`src/rtl/dlx_control_fsm_if.sv`:
```
// Handshake and control bundle between the DLX sequencer and its datapath.
// The sequencer attaches through the slave modport, the datapath through master.
interface dlx_control_fsm_if;
    logic [5:0]  opcode;
    logic [10:0] opcodeALU;
    logic        mem_ready;
    logic        alu_zero;
    logic        IRload;
    logic        IRoeS1;
    logic        IRoeS2;
    logic        pc_inc;
    logic        PCload;
    logic        mem_read;
    logic        mem_write;
    logic        Aload;
    logic        Bload;
    logic        reg_write;
    logic        wb_sel_mem;
    logic [2:0]  ALUop;
    logic [2:0]  state;
    logic        halted;
    logic        bus_error;
    logic        illegal;
    logic [31:0] instr_count;

    modport slave (
        input  opcode, opcodeALU, mem_ready, alu_zero,
        output IRload, IRoeS1, IRoeS2, pc_inc, PCload,
        output mem_read, mem_write, Aload, Bload,
        output reg_write, wb_sel_mem, ALUop, state,
        output halted, bus_error, illegal, instr_count
    );

    modport master (
        output opcode, opcodeALU, mem_ready, alu_zero,
        input  IRload, IRoeS1, IRoeS2, pc_inc, PCload,
        input  mem_read, mem_write, Aload, Bload,
        input  reg_write, wb_sel_mem, ALUop, state,
        input  halted, bus_error, illegal, instr_count
    );
endinterface

```
`src/rtl/dlx_control_fsm.sv`:
```
// Multi-cycle DLX control sequencer: fetch, decode, execute, memory, write-back.
// Strobes decode from the registered state; IRload/pc_inc also follow mem_ready.
module dlx_control_fsm #(
    parameter int MEM_TIMEOUT = 15
) (
    input logic              clock,
    input logic              reset,
    dlx_control_fsm_if.slave bus
);
    localparam int TW = $clog2(MEM_TIMEOUT + 1);
    localparam logic [TW-1:0] TMO_LAST = TW'(MEM_TIMEOUT - 1);

    localparam logic [5:0] OP_R    = 6'h00;
    localparam logic [5:0] OP_ADDI = 6'h08;
    localparam logic [5:0] OP_LW   = 6'h23;
    localparam logic [5:0] OP_SW   = 6'h2B;
    localparam logic [5:0] OP_BEQZ = 6'h04;
    localparam logic [5:0] OP_J    = 6'h02;
    localparam logic [5:0] OP_HALT = 6'h3F;

    localparam logic [2:0] ALU_ADD = 3'd0;
    localparam logic [2:0] ALU_SUB = 3'd1;
    localparam logic [2:0] ALU_AND = 3'd2;
    localparam logic [2:0] ALU_OR  = 3'd3;
    localparam logic [2:0] ALU_XOR = 3'd4;

    typedef enum logic [2:0] {
        S_IDLE   = 3'd0,
        S_FETCH  = 3'd1,
        S_DECODE = 3'd2,
        S_EXEC   = 3'd3,
        S_MEM    = 3'd4,
        S_WB     = 3'd5,
        S_HALT   = 3'd6
    } state_e;

    state_e      state_q;
    logic [5:0]  op_q;
    logic [5:0]  fn_q;
    logic [TW-1:0] tmo_q;
    logic [31:0] cnt_q;
    logic        ill_q;
    logic        berr_q;

    logic        dec_ok;
    logic        fn_ok;
    logic [2:0]  fn_alu;
    logic        unused_fn_hi;

    assign unused_fn_hi = ^bus.opcodeALU[10:6];

    assign dec_ok = bus.opcode inside {OP_R, OP_ADDI, OP_LW, OP_SW, OP_BEQZ, OP_J};

    always_comb begin
        fn_ok  = 1'b1;
        fn_alu = ALU_ADD;
        unique case (fn_q)
            6'h20:   fn_alu = ALU_ADD;
            6'h22:   fn_alu = ALU_SUB;
            6'h24:   fn_alu = ALU_AND;
            6'h25:   fn_alu = ALU_OR;
            6'h26:   fn_alu = ALU_XOR;
            default: fn_ok  = 1'b0;
        endcase
    end

    // FETCH and MEM share the wait/timeout logic; only their exit differs.
    always_ff @(posedge clock or posedge reset) begin
        if (reset) begin
            state_q <= S_IDLE;
            op_q    <= '0;
            fn_q    <= '0;
            tmo_q   <= '0;
            cnt_q   <= '0;
            ill_q   <= 1'b0;
            berr_q  <= 1'b0;
        end else begin
            unique case (state_q)
                S_IDLE: begin
                    state_q <= S_FETCH;
                    tmo_q   <= '0;
                end
                S_FETCH, S_MEM: begin
                    if (bus.mem_ready) begin
                        tmo_q <= '0;
                        if (state_q == S_FETCH) begin
                            state_q <= S_DECODE;
                        end else if (op_q == OP_LW) begin
                            state_q <= S_WB;
                        end else begin
                            state_q <= S_FETCH;
                            cnt_q   <= cnt_q + 32'd1;
                        end
                    end else begin
                        tmo_q <= tmo_q + 1'b1;
                        if (tmo_q == TMO_LAST) begin
                            state_q <= S_HALT;
                            berr_q  <= 1'b1;
                        end
                    end
                end
                S_DECODE: begin
                    op_q <= bus.opcode;
                    fn_q <= bus.opcodeALU[5:0];
                    if (dec_ok) begin
                        state_q <= S_EXEC;
                    end else begin
                        state_q <= S_HALT;
                        if (bus.opcode != OP_HALT) ill_q <= 1'b1;
                    end
                end
                S_EXEC: begin
                    tmo_q <= '0;
                    unique case (1'b1)
                        op_q == OP_R: begin
                            if (fn_ok) begin
                                state_q <= S_WB;
                            end else begin
                                state_q <= S_HALT;
                                ill_q   <= 1'b1;
                            end
                        end
                        op_q == OP_ADDI: state_q <= S_WB;
                        op_q == OP_LW || op_q == OP_SW: state_q <= S_MEM;
                        op_q == OP_BEQZ || op_q == OP_J: begin
                            state_q <= S_FETCH;
                            cnt_q   <= cnt_q + 32'd1;
                        end
                        default: begin
                            state_q <= S_HALT;
                            ill_q   <= 1'b1;
                        end
                    endcase
                end
                S_WB: begin
                    state_q <= S_FETCH;
                    tmo_q   <= '0;
                    cnt_q   <= cnt_q + 32'd1;
                end
                S_HALT: state_q <= S_HALT;
                default: state_q <= S_IDLE;
            endcase
        end
    end

    always_comb begin
        bus.IRload     = 1'b0;
        bus.IRoeS1     = 1'b0;
        bus.IRoeS2     = 1'b0;
        bus.pc_inc     = 1'b0;
        bus.PCload     = 1'b0;
        bus.mem_read   = 1'b0;
        bus.mem_write  = 1'b0;
        bus.Aload      = 1'b0;
        bus.Bload      = 1'b0;
        bus.reg_write  = 1'b0;
        bus.wb_sel_mem = 1'b0;
        bus.ALUop      = ALU_ADD;
        unique case (state_q)
            S_FETCH: begin
                bus.mem_read = 1'b1;
                bus.IRload   = bus.mem_ready;
                bus.pc_inc   = bus.mem_ready;
            end
            S_DECODE: begin
                bus.Aload = 1'b1;
                bus.Bload = 1'b1;
            end
            S_EXEC: begin
                unique case (1'b1)
                    op_q == OP_R: bus.ALUop = fn_alu;
                    op_q == OP_ADDI || op_q == OP_LW || op_q == OP_SW:
                        bus.IRoeS2 = 1'b1;
                    op_q == OP_BEQZ: begin
                        bus.IRoeS1 = 1'b1;
                        bus.PCload = bus.alu_zero;
                    end
                    op_q == OP_J: begin
                        bus.IRoeS1 = 1'b1;
                        bus.PCload = 1'b1;
                    end
                    default: ;
                endcase
            end
            S_MEM: begin
                bus.mem_read  = (op_q == OP_LW);
                bus.mem_write = (op_q == OP_SW);
            end
            S_WB: begin
                bus.reg_write  = 1'b1;
                bus.wb_sel_mem = (op_q == OP_LW);
            end
            default: ;
        endcase
    end

    assign bus.state       = state_q;
    assign bus.halted      = (state_q == S_HALT);
    assign bus.bus_error   = berr_q;
    assign bus.illegal     = ill_q;
    assign bus.instr_count = cnt_q;
endmodule

```
`src/flat_wrapper.sv`:
```
// flat-port wrapper written by rule: the top's interface ports become plain ports
module dlx_control_fsm_flat 
#(
    parameter int MEM_TIMEOUT = 15
)
  (clock, reset, bus_opcode, bus_opcodeALU, bus_mem_ready, bus_alu_zero, bus_IRload, bus_IRoeS1, bus_IRoeS2, bus_pc_inc, bus_PCload, bus_mem_read, bus_mem_write, bus_Aload, bus_Bload, bus_reg_write, bus_wb_sel_mem, bus_ALUop, bus_state, bus_halted, bus_bus_error, bus_illegal, bus_instr_count);
  dlx_control_fsm_if bus_i ();
  input logic clock;
  input logic reset;
  input wire logic [$bits(bus_i.opcode)-1:0] bus_opcode;
  input wire logic [$bits(bus_i.opcodeALU)-1:0] bus_opcodeALU;
  input wire logic [$bits(bus_i.mem_ready)-1:0] bus_mem_ready;
  input wire logic [$bits(bus_i.alu_zero)-1:0] bus_alu_zero;
  output wire logic [$bits(bus_i.IRload)-1:0] bus_IRload;
  output wire logic [$bits(bus_i.IRoeS1)-1:0] bus_IRoeS1;
  output wire logic [$bits(bus_i.IRoeS2)-1:0] bus_IRoeS2;
  output wire logic [$bits(bus_i.pc_inc)-1:0] bus_pc_inc;
  output wire logic [$bits(bus_i.PCload)-1:0] bus_PCload;
  output wire logic [$bits(bus_i.mem_read)-1:0] bus_mem_read;
  output wire logic [$bits(bus_i.mem_write)-1:0] bus_mem_write;
  output wire logic [$bits(bus_i.Aload)-1:0] bus_Aload;
  output wire logic [$bits(bus_i.Bload)-1:0] bus_Bload;
  output wire logic [$bits(bus_i.reg_write)-1:0] bus_reg_write;
  output wire logic [$bits(bus_i.wb_sel_mem)-1:0] bus_wb_sel_mem;
  output wire logic [$bits(bus_i.ALUop)-1:0] bus_ALUop;
  output wire logic [$bits(bus_i.state)-1:0] bus_state;
  output wire logic [$bits(bus_i.halted)-1:0] bus_halted;
  output wire logic [$bits(bus_i.bus_error)-1:0] bus_bus_error;
  output wire logic [$bits(bus_i.illegal)-1:0] bus_illegal;
  output wire logic [$bits(bus_i.instr_count)-1:0] bus_instr_count;
  assign bus_i.opcode = bus_opcode;
  assign bus_i.opcodeALU = bus_opcodeALU;
  assign bus_i.mem_ready = bus_mem_ready;
  assign bus_i.alu_zero = bus_alu_zero;
  assign bus_IRload = bus_i.IRload;
  assign bus_IRoeS1 = bus_i.IRoeS1;
  assign bus_IRoeS2 = bus_i.IRoeS2;
  assign bus_pc_inc = bus_i.pc_inc;
  assign bus_PCload = bus_i.PCload;
  assign bus_mem_read = bus_i.mem_read;
  assign bus_mem_write = bus_i.mem_write;
  assign bus_Aload = bus_i.Aload;
  assign bus_Bload = bus_i.Bload;
  assign bus_reg_write = bus_i.reg_write;
  assign bus_wb_sel_mem = bus_i.wb_sel_mem;
  assign bus_ALUop = bus_i.ALUop;
  assign bus_state = bus_i.state;
  assign bus_halted = bus_i.halted;
  assign bus_bus_error = bus_i.bus_error;
  assign bus_illegal = bus_i.illegal;
  assign bus_instr_count = bus_i.instr_count;
  dlx_control_fsm #(.MEM_TIMEOUT(MEM_TIMEOUT)) u_core (.clock(clock), .reset(reset), .bus(bus_i));
endmodule
```
`config.mk`:
```
export PLATFORM = sky130hd
export DESIGN_NAME = dlx_control_fsm_flat
export DESIGN_NICKNAME = d
export VERILOG_FILES = /design/src/rtl/dlx_control_fsm_if.sv /design/src/rtl/dlx_control_fsm.sv /design/src/flat_wrapper.sv
export SDC_FILE = /design/constraint.sdc
export NUM_CORES = 1
export LEC_CHECK = 0
export CAP_MARGIN = 20
export CORE_MARGIN = 3
export CORE_UTILIZATION = 53
export CTS_CLUSTER_SIZE = 16
export DETAILED_ROUTE_END_ITERATION = 7
export GPL_TIMING_DRIVEN = 1
export PLACE_DENSITY = 0.85
export SLEW_MARGIN = 20
export SYNTH_ARGS = -nofsm -noshare
export SYNTH_HDL_FRONTEND = slang
export SYNTH_SLANG_ARGS = --single-unit
```
`constraint.sdc`:
```
create_clock -name clock -period 6.65 [get_ports clock]
set_input_delay 1.6625 -clock clock [delete_from_list [all_inputs] [get_ports clock]]
set_output_delay 1.6625 -clock clock [all_outputs]
set_load 0.005 [all_outputs]
```
==> run metrics <==
Max-Cap Viols 0; CP Capture Type primary output; pre-CTS WS 1.80 ns; setup slack after layout 1.80 ns; setup TNS 0 ns; Final ANT Viol Nets 0; Area growth, synth to finish 27.0%; synthesized instance count 293; Finish-stage setup viols 0; DRT iter0 DRCs 125; via/cell ratio 5.56; nets@finish 381; number of synthesized flops with an enable pin 0; postcts setup bufs 0; Synth area leaders dfrtp_1 (45%), xor2_1 (5.4%), mux2_2 (5.0%); critical path class input port to primary output; core area 5240 sq um; status completed; final hold violations 0; WL/cell 15.0 um; post-synthesis sequential area ratio 0.451; CTS tree done; WL final 6.43 mm; Routability Congestion 0.835; Main synth FF type dfrtp_1; GRT Residual Overflow 0; Register-to-Register Path Depth 5; top-count cell post-synth dfrtp_1; Hold Crit Class flip-flop to flip-flop; Initial Util 0.561; clock insertion delay at the later pin of the skew report 0.31 ns; Pwr Total 1.08 mW; H-tree level count 2; Fmax achieved 0.206 GHz; CTS Hold Bufs 0; Commonest cells post-synth dfrtp_1 (53), nor2_1 (23), nor3_1 (19), nand2_1 (18), xor2_1 (18); Tightest Pin Transition 0.893 ns; Top Ports 73; reg-to-reg setup timing slack 4.13 ns; CTS clk-pin slew, worst paths 0.10 ns; share of layout cells above drive strength 1 0.120; vias in the first global route 2,357; Hold Path Stages 1; Total GRT Usage 0.212; area share of the largest cell type after synthesis 0.451; initial antenna violation count 0; Pwr Density 291 nW/um^2; critical path fanouts, max 7; Mapped Area 2940 sq um; ys async rst share 1.00; setup repair after global routing missed its margin no; placed wire-length estimate 4.83 mm; CTS buffer count 5; CTS Sinks 53; syn nets 317; die outline height 80.5 um; library cells used by synthesis 51; dominant cell type by area after synthesis dfrtp_1; DRC Markers 0; clock skew 0.00522 ns; Slew Viols, Final 0; Hold Startpoint u_core.bus.bus_error$_DFFE_PP0P_; Worst R2R Start u_core.bus.state[1]$_DFFE_PP0P_; global-route wire length before repair 10.9 mm; fin crit share 0.729; Ant. Diodes 0; Worst R2R End u_core.bus.instr_count[25]$_DFFE_PP0P_; #FFs+latches synth 53; Hold Path End u_core.bus.bus_error$_DFFE_PP0P_; Slew headroom 0.405; min Tclk post-route 4.85 ns; Mapped Avg Cell Area 10.0 sq um; Critical Path RT 4.99 ns; Pleak 1.59 nW; router iterations before antenna repair 4; total number of vias 2,378; # port buffers 67; Root Buffer clkbuf_8; fillcell total 410; row count 26; arrival time worst endpoint 3.19 ns; Synth Warn # 0; Startpoint Class input port; full die area 6480 sq um; largest net degree at the start of global routing 29; Die W 80.5 um; CTS max path bufs 2; Worst IR Drop VDD 0.241 mV; PostCTS Resize Cnt 0
==> worst max-delay path by stage <==
stage	slack (ns)	to	startpoint
2_1_floorplan	2.87	bus_pc_inc	bus_mem_ready
3_3_place_gp	1.83	bus_IRload	bus_mem_ready
3_5_place_dp	1.80	bus_pc_inc	bus_mem_ready
4_1_cts	1.80	bus_pc_inc	bus_mem_ready
5_1_grt	1.67	bus_pc_inc	bus_mem_ready
6_report	1.80	bus_pc_inc	bus_mem_ready
==> kinds of logic after synthesis <==
kind of cell    share of synthesized area
fa+ha+maj                          0.0162
flops                               0.451
compound gates                     0.0834
xor+xnor                           0.0953
buf+inv                            0.0477
mux                                0.0498
simple gates                        0.257
==> sequential cells by signal (all words and copies together) (netlist names) <==
register / cells
u_core.op_q: 6
u_core.tmo_q: 4
u_core.bus.state: 3
u_core.bus.illegal: 1
u_core.bus.instr_count: 32
u_core.bus.bus_error: 1
u_core.fn_q: 6
==> report_power, final <==
part	internal [mW]	switching, mW
Clock	0.0749	0.111
Combinational	0.221	0.175
Sequential	0.388	0.116
Total	0.683	0.402
==> metrics by stage <==
step,std cells,utilization,area (sq um),hold slack [ns]
2_1_floorplan,293,-,2940,0.446
6_report,428,0.713,3730,0.477
3_3_place_gp,419,0.692,3620,0.456
4_1_cts,428,0.713,3730,0.483
5_1_grt,428,0.713,3730,0.492
3_5_place_dp,420,0.695,3640,0.461
==> cell usage in the layout, fill, tap and decap left out, types with 9 or more instances in the layout <==
cell and instances:
xnor2_1 14, nand2_1 18, dfrtp_1 53, a21oi_1 13, nor3_1 19, mux2_2 13, nor2_1 23, inv_1 14
xor2_1 18, clkdlybuf4s50_1 67, nand3_1 12, nor4_1 9
==> critical path: stages <==
cell and delay [ns]:
clkdlybuf4s50_1 0.62, inv_1 0.12, nor3_1 0.24, clkdlybuf4s50_1 0.55
==> final cells by class <==
cell class | count | area (sq um) | area share
flip-flops and latches | 53 | 1330 | 0.355
multi-input cells | 213 | 1470 | 0.395
inverters | 15 | 56.3 | 0.0151
repair buffers | 69 | 698 | 0.187
clock buffers | 5 | 68.8 | 0.0184
clock inverters | 3 | 22.5 | 0.00603
well taps | 70 | 87.6 | 0.0235
==> layer usage <==
layer | share of wire | wire, um | vias to the layer above | GRT usage
met3 | 0.043 | 279 | 6 | 0.0404
met4 | 0.0089 | 57 | 0 | 0.0524
met2 | 0.50 | 3200 | 51 | 0.365
met5 | 0 | 0 | - | 0
li1 | - | - | 1159 | -
met1 | 0.45 | 2890 | 1162 | 0.275
Note: power is estimated with default switching activity, not from simulation.
